## src/rtl/coin_pkg.sv

```systemverilog
// Shared types and constants for the coin acceptor front end.
package coin_pkg;

  typedef enum logic [1:0] {
    COIN_NONE,
    COIN_025,
    COIN_05,
    COIN_1
  } coin_e;

  localparam int CENTS_025 = 25;
  localparam int CENTS_05  = 50;
  localparam int CENTS_1   = 100;

  localparam int DEF_DEBOUNCE_CYCLES = 4;
  localparam int DEF_STUCK_CYCLES    = 64;
  localparam int DEF_COUNT_W         = 8;

  // Fixed-priority pick among pending coins; bit order is {1.00, 0.50, 0.25}.
  function automatic coin_e pick_coin(input logic [2:0] pend);
    if (pend[2])      return COIN_1;
    else if (pend[1]) return COIN_05;
    else if (pend[0]) return COIN_025;
    else              return COIN_NONE;
  endfunction

endpackage

```

## src/rtl/coin_debounce.sv

```systemverilog
// One coin-slot channel: synchroniser, debounce filter, arming and stuck-sensor watch.
// rise_evt and stuck_evt are single-cycle pulses derived from registered state.
module coin_debounce
  import coin_pkg::*;
#(
  parameter int DEBOUNCE_CYCLES = DEF_DEBOUNCE_CYCLES,
  parameter int STUCK_CYCLES    = DEF_STUCK_CYCLES
) (
  input  logic clock,
  input  logic reset,
  input  logic coin_sense,
  output logic rise_evt,
  output logic stuck_evt
);

  localparam int DW = (DEBOUNCE_CYCLES > 2) ? $clog2(DEBOUNCE_CYCLES) : 1;
  localparam int SW = $clog2(STUCK_CYCLES + 1);

  logic          sync1;
  logic          sync_s;
  logic          filt;
  logic          filt_q;
  logic [DW-1:0] db_cnt;
  logic [SW-1:0] stuck_cnt;
  logic          stuck;
  logic [1:0]    prime_cnt;
  logic          primed;
  logic          armed;

  // Two-flop synchroniser for the asynchronous sensor line.
  always_ff @(posedge clock or posedge reset) begin
    if (reset) begin
      sync1  <= 1'b0;
      sync_s <= 1'b0;
    end else begin
      sync1  <= coin_sense;
      sync_s <= sync1;
    end
  end

  // Filtered level only follows the synchronised level after it has disagreed long enough.
  always_ff @(posedge clock or posedge reset) begin
    if (reset) begin
      db_cnt <= '0;
      filt   <= 1'b0;
    end else if (sync_s != filt) begin
      if (db_cnt == DW'(DEBOUNCE_CYCLES - 1)) begin
        filt   <= sync_s;
        db_cnt <= '0;
      end else begin
        db_cnt <= db_cnt + DW'(1);
      end
    end else begin
      db_cnt <= '0;
    end
  end

  // Delayed copy of the filtered level for rising-edge detection.
  always_ff @(posedge clock or posedge reset) begin
    if (reset) filt_q <= 1'b0;
    else       filt_q <= filt;
  end

  // The synchroniser holds reset values for two edges, so arming waits until it carries real samples.
  always_ff @(posedge clock or posedge reset) begin
    if (reset) begin
      prime_cnt <= 2'd0;
      armed     <= 1'b0;
    end else begin
      if (!primed) prime_cnt <= prime_cnt + 2'd1;
      if (primed && !sync_s && !filt) armed <= 1'b1;
    end
  end

  assign primed = (prime_cnt == 2'd2);

  // Count cycles spent filtered-high; saturate and latch the stuck flag until the line drops.
  always_ff @(posedge clock or posedge reset) begin
    if (reset) begin
      stuck_cnt <= '0;
      stuck     <= 1'b0;
    end else if (filt) begin
      if (stuck_cnt < SW'(STUCK_CYCLES)) stuck_cnt <= stuck_cnt + SW'(1);
      if (stuck_cnt == SW'(STUCK_CYCLES - 1)) stuck <= 1'b1;
    end else begin
      stuck_cnt <= '0;
      stuck     <= 1'b0;
    end
  end

  assign rise_evt  = filt & ~filt_q & armed & ~stuck;
  assign stuck_evt = filt & ~stuck & (stuck_cnt == SW'(STUCK_CYCLES - 1));

endmodule

```

## src/rtl/coin_acceptor.sv

```systemverilog
// Coin acceptor top: three filtered channels feeding pending bits, a fixed-priority
// arbiter that releases one coin per cycle, the accepted-coin counter and the reject pulse.
module coin_acceptor
  import coin_pkg::*;
#(
  parameter int DEBOUNCE_CYCLES = DEF_DEBOUNCE_CYCLES,
  parameter int STUCK_CYCLES    = DEF_STUCK_CYCLES,
  parameter int COUNT_W         = DEF_COUNT_W
) (
  input  logic               clock,
  input  logic               reset,
  input  logic               coin_sense_025,
  input  logic               coin_sense_05,
  input  logic               coin_sense_1,
  output logic               money_in025,
  output logic               money_in05,
  output logic               money_in1,
  output logic               coin_reject,
  output logic [COUNT_W-1:0] coin_count
);

  logic [2:0] rise;
  logic [2:0] stuck;
  logic [2:0] pending;
  logic [2:0] pending_nxt;
  logic [2:0] grant;
  logic [2:0] overflow;
  coin_e      grant_coin;

  coin_debounce #(
    .DEBOUNCE_CYCLES(DEBOUNCE_CYCLES),
    .STUCK_CYCLES   (STUCK_CYCLES)
  ) u_ch025 (
    .clock     (clock),
    .reset     (reset),
    .coin_sense(coin_sense_025),
    .rise_evt  (rise[0]),
    .stuck_evt (stuck[0])
  );

  coin_debounce #(
    .DEBOUNCE_CYCLES(DEBOUNCE_CYCLES),
    .STUCK_CYCLES   (STUCK_CYCLES)
  ) u_ch05 (
    .clock     (clock),
    .reset     (reset),
    .coin_sense(coin_sense_05),
    .rise_evt  (rise[1]),
    .stuck_evt (stuck[1])
  );

  coin_debounce #(
    .DEBOUNCE_CYCLES(DEBOUNCE_CYCLES),
    .STUCK_CYCLES   (STUCK_CYCLES)
  ) u_ch1 (
    .clock     (clock),
    .reset     (reset),
    .coin_sense(coin_sense_1),
    .rise_evt  (rise[2]),
    .stuck_evt (stuck[2])
  );

  // Grant the highest-value pending coin; a new event only overflows if its slot stays occupied.
  always_comb begin
    grant      = 3'b000;
    grant_coin = pick_coin(pending);
    case (grant_coin)
      COIN_1:   grant[2] = 1'b1;
      COIN_05:  grant[1] = 1'b1;
      COIN_025: grant[0] = 1'b1;
      default:  grant    = 3'b000;
    endcase
    overflow    = rise & pending & ~grant;
    pending_nxt = (pending & ~grant) | rise;
  end

  // Pending coins waiting for their turn at the output.
  always_ff @(posedge clock or posedge reset) begin
    if (reset) pending <= 3'b000;
    else       pending <= pending_nxt;
  end

  // Registered outputs: one money pulse per cycle, counter bump, merged reject pulse.
  always_ff @(posedge clock or posedge reset) begin
    if (reset) begin
      money_in025 <= 1'b0;
      money_in05  <= 1'b0;
      money_in1   <= 1'b0;
      coin_reject <= 1'b0;
      coin_count  <= '0;
    end else begin
      money_in025 <= grant[0];
      money_in05  <= grant[1];
      money_in1   <= grant[2];
      coin_reject <= (|overflow) | (|stuck);
      if (|grant) coin_count <= coin_count + COUNT_W'(1);
    end
  end

endmodule

```

## config.mk

```make
export PLATFORM = sky130hd
export DESIGN_NAME = coin_acceptor
export DESIGN_NICKNAME = d
export VERILOG_FILES = /design/src/rtl/coin_pkg.sv /design/src/rtl/coin_debounce.sv /design/src/rtl/coin_acceptor.sv
export SDC_FILE = /design/constraint.sdc
export NUM_CORES = 1
export LEC_CHECK = 0
export ABC_CLOCK_PERIOD_IN_PS = 2100
export BUFFER_PORTS_ARGS = -buffer_cell sky130_fd_sc_hd__buf_2
export CORE_ASPECT_RATIO = 0.5
export CORE_MARGIN = 5
export CORE_UTILIZATION = 53
export CTS_CLUSTER_SIZE = 40
export DETAILED_ROUTE_END_ITERATION = 8
export PLACE_DENSITY = 0.74
export SLEW_MARGIN = 20
export SYNTH_ARGS = -nofsm -noshare
export SYNTH_HDL_FRONTEND = slang
export SYNTH_SLANG_ARGS = --single-unit
```

## constraint.sdc

```tcl
create_clock -name clock -period 2.1 [get_ports clock]
set_input_delay 0.42 -clock clock [delete_from_list [all_inputs] [get_ports clock]]
set_output_delay 0.42 -clock clock [all_outputs]
set_load 0.05 [all_outputs]
```

==> run metrics, run 1 <==
Initial Util 0.5415; CTS max path bufs 2; Initial DRC Count 69; commonest non-fill, non-tap cell in the layout dfrtp_1; post-synth net total 224; Pleak 1.443 nW; Max Freq 672.8 MHz; die width 109.9 um; Yosys reg bits 66; Place WS 0.6327 ns; final setup TNS 0 ns; Post-CTS Setup Inserts 0; top cells by area, synth dfrtp_1 62%, xnor2_1 5.6%, ha_1 4.7%; Total Routing Usage GR 0.1448; Final Cycle Share 0.7078; Cell Pwr Density 1279 nW/um^2; HP Class in -> async; post-route ant nets 0; CP Max Fanout 3; Nets 250; CTS hold repair buffers 0; r2r endpoint coin_reject; synth warn 0; core area 4887 sq um; Critical Path Start Type flip-flop; RD Place Congestion 0.7151; Worst-path clk slew 0.06 ns; crit-path cells ha_1 -> nand4b_4 -> nor4_1 -> or4_1; area of the multi-input gates 952.2 sq um; DRT Pass-1 Iters 4; minimum clock period after layout 1.486 ns; CP Launch Point u_ch05.stuck_cnt[0]; share of layout cells above drive strength 1 0.1506; initial antenna violation count 0; Register Area 1652 sq um; RSZ-0062 raised after global routing false; CTS HTree Levels 3; I/O Buffers 16; Mapped Cells 209; clock root cell clkbuf_8; R2R cell count 4; Resize count post-CTS 0; Slowest cell on crit path or4_1; # clock sinks 66; Post-Syn Area per Cell 12.66 sq um; sequential-to-total area share from yosys stat 0.6241; pin count of the biggest net entering global routing 67; Vias 1551; post-DP HPWL 2818 um; grt ovf 0; Tightest Pin Transition 0.4549 ns; flop2flop setup slack 0.61 ns; first-pass GRT wire length 7162 um; clk_skew 0.005322 ns; n_diodes 0; R2R Path Start u_ch05.stuck_cnt[0]; Post-route DRC 0; number of buffers created by CTS 9; slew margin rel. 0.6941; Crit. End Element flip-flop; final hold viol count 0; CTS tree yes; MaxCap Viol Count 0; routed vias/inst 5.019; Cell variety after synth 38; routed length per instance 12.98 um; crit-path max cell delay 0.50 ns; Critical Path RT 2.29 ns; Final Max Slew Viols 0; row count 18; Synth-to-Final Area Change 13.81%; Max VDD drop 0.5655 mV; final WL 4012 um; Die ar. 6592 sq um; I/O pin count 17; Fill cells 398; most frequent cells in the layout 66 x dfrtp_1, 17 x xnor2_1, 16 x nand2_1, 16 x nor2_1, 16 x buf_2; Yosys top cell by area dfrtp_1; clk_lat worst skew 0.33 ns; die height 59.97 um; top-area cell type share of the netlist area 0.6241; crit path kind reg -> reg; status finished, final reports clean; setup violators final 0; Worst EP arrival 1.68 ns; Final WS setup 0.6136 ns; vias in the first global route 1580; synthesized area 2646 sq um
==> power by group <==
part | leakage [nW] | switching, mW | internal, mW
logic | 0.509 | 0.658 | 0.369
registers | 0.838 | 0.279 | 1.56
clock network | 0.0962 | 0.418 | 0.571
total | 1.44 | 1.35 | 2.50
==> how the worst max path moves through the flow <==
stage,to,slack (ns),depth (start not counted)
after floorplan,coin_count[0],0.03,1
after global placement,coin_reject,0.69,4
after detailed placement,coin_reject,0.63,4
after CTS,coin_reject,0.61,4
after global routing,coin_reject,0.57,4
final,coin_reject,0.61,4
==> through the flow <==
| step | hold slack, ns | instance area (sq um) | utilization | power (mW) | cells |
|---|---|---|---|---|---|
| 3_3_place_gp | 0.3317 | 2826 | 0.5783 | 2.830 | 294 |
| 3_5_place_dp | 0.3347 | 2826 | 0.5783 | 2.902 | 294 |
| 5_1_grt | 0.1737 | 3012 | 0.6162 | 4.102 | 309 |
| 2_1_floorplan | 0.3312 | 2646 | - | 2.621 | 209 |
| 4_1_cts | 0.1652 | 3012 | 0.6162 | 3.907 | 309 |
| 6_report | 0.1597 | 3012 | 0.6162 | 3.851 | 309 |
==> synth_stat cells <==
cell type / count
dfrtp_1: 66
xnor2_1: 17
nand2_1: 16
nor2_1: 16
ha_1: 10
inv_1: 8
xor2_1: 8
nor2b_1: 6
o21a_1: 6
o21ai_0: 6
mux2i_1: 5
nand4b_1: 5
nor3_1: 5
and2_1: 4
or3_1: 3
a21o_1: 2
a21oi_1: 2
clkbuf_1: 2
nand4bb_1: 2
nor4_1: 2
a21boi_1: 1
a31o_2: 1
and2b_2: 1
and3_1: 1
clkinv_2: 1
mux2_1: 1
mux2_2: 1
nand2b_1: 1
nand4_1: 1
nand4b_4: 1
nor3b_1: 1
nor4b_1: 1
nor4bb_1: 1
o21ai_1: 1
o22ai_1: 1
o311a_1: 1
o31ai_1: 1
or4_1: 1
==> state kept, by name, indices dropped and copies added, names as in the netlist, 2 cells and up <==
| register | cells |
|---|---|
| coin_count | 8 |
| pending | 3 |
| u_ch025.db_cnt | 2 |
| u_ch025.prime_cnt | 2 |
| u_ch025.stuck_cnt | 7 |
| u_ch05.db_cnt | 2 |
| u_ch05.prime_cnt | 2 |
| u_ch05.stuck_cnt | 7 |
| u_ch1.db_cnt | 2 |
| u_ch1.prime_cnt | 2 |
| u_ch1.stuck_cnt | 7 |
==> area by class of cell <==
cell class	instances	area share
Inverter	9	0.01163
Timing Repair Buffer	17	0.03324
Clock inverter	3	0.01329
Clock buffer	12	0.04819
Tap cell	70	0.02908
Sequential cell	66	0.5484
Multi-Input combinational cell	132	0.3162
==> critical path: cells and delay by family, from the launching register on <==
family | cells | cell delay, ns
adder cells (fa/ha/maj) | 1 | 0.26
AND/OR/NAND/NOR | 3 | 0.69
flip-flops | 1 | 0.41
==> cell families after synthesis <==
group                      share of synthesized area
and+or+nand+nor                               0.1475
DFF                                           0.6241
xor gates and xnor gates                     0.08274
AOI/OAI and AO/OA                            0.05485
buffers and inverters                        0.01608
adders and majority gates                    0.04728
muxes                                        0.02742
==> layer usage <==
layer / share of wire / global-route usage / up-vias
met5: 0 / 0 / -
met4: 0.010 / 0.05861 / 0
met3: 0.046 / 0.05178 / 6
met2: 0.48 / 0.2345 / 23
met1: 0.47 / 0.1795 / 760
li1: - / - / 762
(Power assumes the default switching activity.)
==> run 2, diff against run 1 <==
--- a/config.mk
+++ b/config.mk
@@ -5,14 +5,14 @@
 export SDC_FILE = /design/constraint.sdc
 export NUM_CORES = 1
 export LEC_CHECK = 0
-export ABC_CLOCK_PERIOD_IN_PS = 2100
+export ABC_CLOCK_PERIOD_IN_PS = 1400
 export BUFFER_PORTS_ARGS = -buffer_cell sky130_fd_sc_hd__buf_2
 export CORE_ASPECT_RATIO = 0.5
 export CORE_MARGIN = 5
-export CORE_UTILIZATION = 53
+export CORE_UTILIZATION = 55
 export CTS_CLUSTER_SIZE = 40
 export DETAILED_ROUTE_END_ITERATION = 8
-export PLACE_DENSITY = 0.74
+export PLACE_DENSITY = 0.73
 export SLEW_MARGIN = 20
 export SYNTH_ARGS = -nofsm -noshare
 export SYNTH_HDL_FRONTEND = slang
==> constraint.sdc (replaced) <==
create_clock -name clock -period 1.4 [get_ports clock]
set_input_delay 0.28 -clock clock [delete_from_list [all_inputs] [get_ports clock]]
set_output_delay 0.28 -clock clock [all_outputs]
set_load 0.05 [all_outputs]
==> run 2 against run 1 <==
Clock-buffer cell count shrank 1. Utilization rose by 7.8 points. Worst hold slack got worse by 0.13 ns. Final cell count increased by 3.9%. Non-clock buffer count rose by 17. Setup slack lost 0.57 ns. Largest power group unchanged.
==> run metrics, run 2 (synthesized netlist as in run 1, its figures left out) <==
row count 17; pin count of the biggest net entering global routing 67; core area 4531 sq um; post-DP HPWL 2916 um; Max Freq 738.7 MHz; clk_lat worst skew 0.33 ns; DRT Pass-1 Iters 5; Die ar. 6383 sq um; Largest register FFs 8; first-pass GRT wire length 7797 um; CTS tree yes; Post-route DRC 0; CP Max Fanout 2; Worst-path clk slew 0.07 ns; Fill cells 343; commonest non-fill, non-tap cell in the layout dfrtp_1; setup violators final 0; largest reg by FF count coin_count; Initial DRC Count 58; Cell Area, Placed 2930 sq um; number of buffers created by CTS 9; Pleak 1.498 nW; placed cell count 304; initial antenna violation count 0; fin cells 321; I/O Buffers 16; slew margin rel. 0.7684; grt ovf 0; area of the multi-input gates 980.9 sq um; MaxCap Viol Count 0; # clock sinks 66; final instance area 3143 sq um; vias in the first global route 1708; Final WS setup 0.04629 ns; Vias 1636; Max VDD drop 0.9025 mV; Register Area 1654 sq um; minimum clock period after layout 1.354 ns; Final Cycle Share 0.9669; Final Max Slew Viols 0; I/O pin count 17; Initial Util 0.5841; Tightest Pin Transition 0.3427 ns; Worst EP arrival 1.55 ns; share of layout cells above drive strength 1 0.2353; Critical Path RT 1.60 ns; flop2flop setup slack 0.05 ns; most frequent cells in the layout 64 x dfrtp_1, 17 x xnor2_1, 17 x buf_4; clk_skew 0.005385 ns; RSZ-0062 raised after global routing true; Critical Path Start Type flip-flop; n_diodes 0; clock root cell clkbuf_8; Synth-to-Final Area Change 18.77%; Nets 267; final WL 4237 um; status finished, final reports clean; Total Routing Usage GR 0.1594; die height 59.05 um; RD Place Congestion 0.7117; post-route ant nets 0; routed length per instance 13.20 um; die width 108.1 um; crit path kind reg -> reg; Crit. End Element flip-flop; Cell Pwr Density 1879 nW/um^2; HP Class in -> async; CTS hold repair buffers 0; final hold viol count 0; CTS max path bufs 2; CTS HTree Levels 3; Place WS -0.002437 ns; routed vias/inst 5.097
-- run 2: changes by cell type in the layout (fill, tap and decap cells not counted), moves of 2 or more --
cell	previous run	this run
buf_4	0	17
clkinvlp_4	0	2
dfrtp_1	66	64
dfrtp_2	0	2
ha_1	10	8
-- run 2: worst paths after layout --
kind,startpoint,to,depth (start not counted)
worst min-delay path,reset,u_ch05.prime_cnt[0],3
worst max-delay path,u_ch05.stuck_cnt[0],coin_reject,4
min in group clock,coin_sense_1,u_ch1.sync1,1
worst min register to register,u_ch1.sync1,u_ch1.sync_s,0
max in group asynchronous,reset,u_ch1.stuck_cnt[6],3
worst max register to register,u_ch05.stuck_cnt[0],coin_reject,4
-- run 2: layout make-up --
cell class / count / area share
Multi-Input combinational cell: 132 / 0.3121
Inverter: 9 / 0.01234
Clock inverter: 3 / 0.005573
Tap cell: 66 / 0.02627
Timing Repair Buffer: 34 / 0.07245
Sequential cell: 66 / 0.5263
Clock buffer: 11 / 0.04498
-- run 2: critical path: stages, from the launching register on --
cell and delay, ns:
dfrtp_1 0.41, ha_4 0.18, nand4b_4 0.09, nor4_2 0.06, or4_1 0.49
-- run 2: routing by layer --
layer,global-route usage,part of all wire,wire length (um)
met5,0,0,0
met4,0.03777,0.0019,8
met3,0.06964,0.042,176
met2,0.2562,0.47,1987
met1,0.2030,0.49,2064
-- run 2: where the power goes --
part	internal, mW	switching, mW	leakage (nW)
logic	0.776	1.16	0.583
clock network	0.665	0.646	0.0810
registers	2.34	0.322	0.835
-- run 2: repair_timing --
item / in CTS / in global routing
endpoints found under the hold margin: 0 / 0
pin swaps: 0 / 1
endpoints found under the setup margin: 1 / 3
buffers inserted: 0 / 3
resized for setup: 1 / 7
-- run 2: per-stage QoR --
| stage | utilization | power, mW | TNS [ns] | hold WS [ns] |
|---|---|---|---|---|
| 3_3_place_gp | 0.6468 | 4.467 | 0 | 0.3325 |
| 3_5_place_dp | 0.6468 | 4.566 | -0.002437 | 0.3364 |
| 6_report | 0.6937 | 5.905 | 0 | 0.02680 |
| 2_1_floorplan | - | 3.932 | 0 | 0.3114 |
| 5_1_grt | 0.6937 | 6.313 | -0.03223 | 0.03672 |
| 4_1_cts | 0.6824 | 5.899 | 0 | 0.04061 |
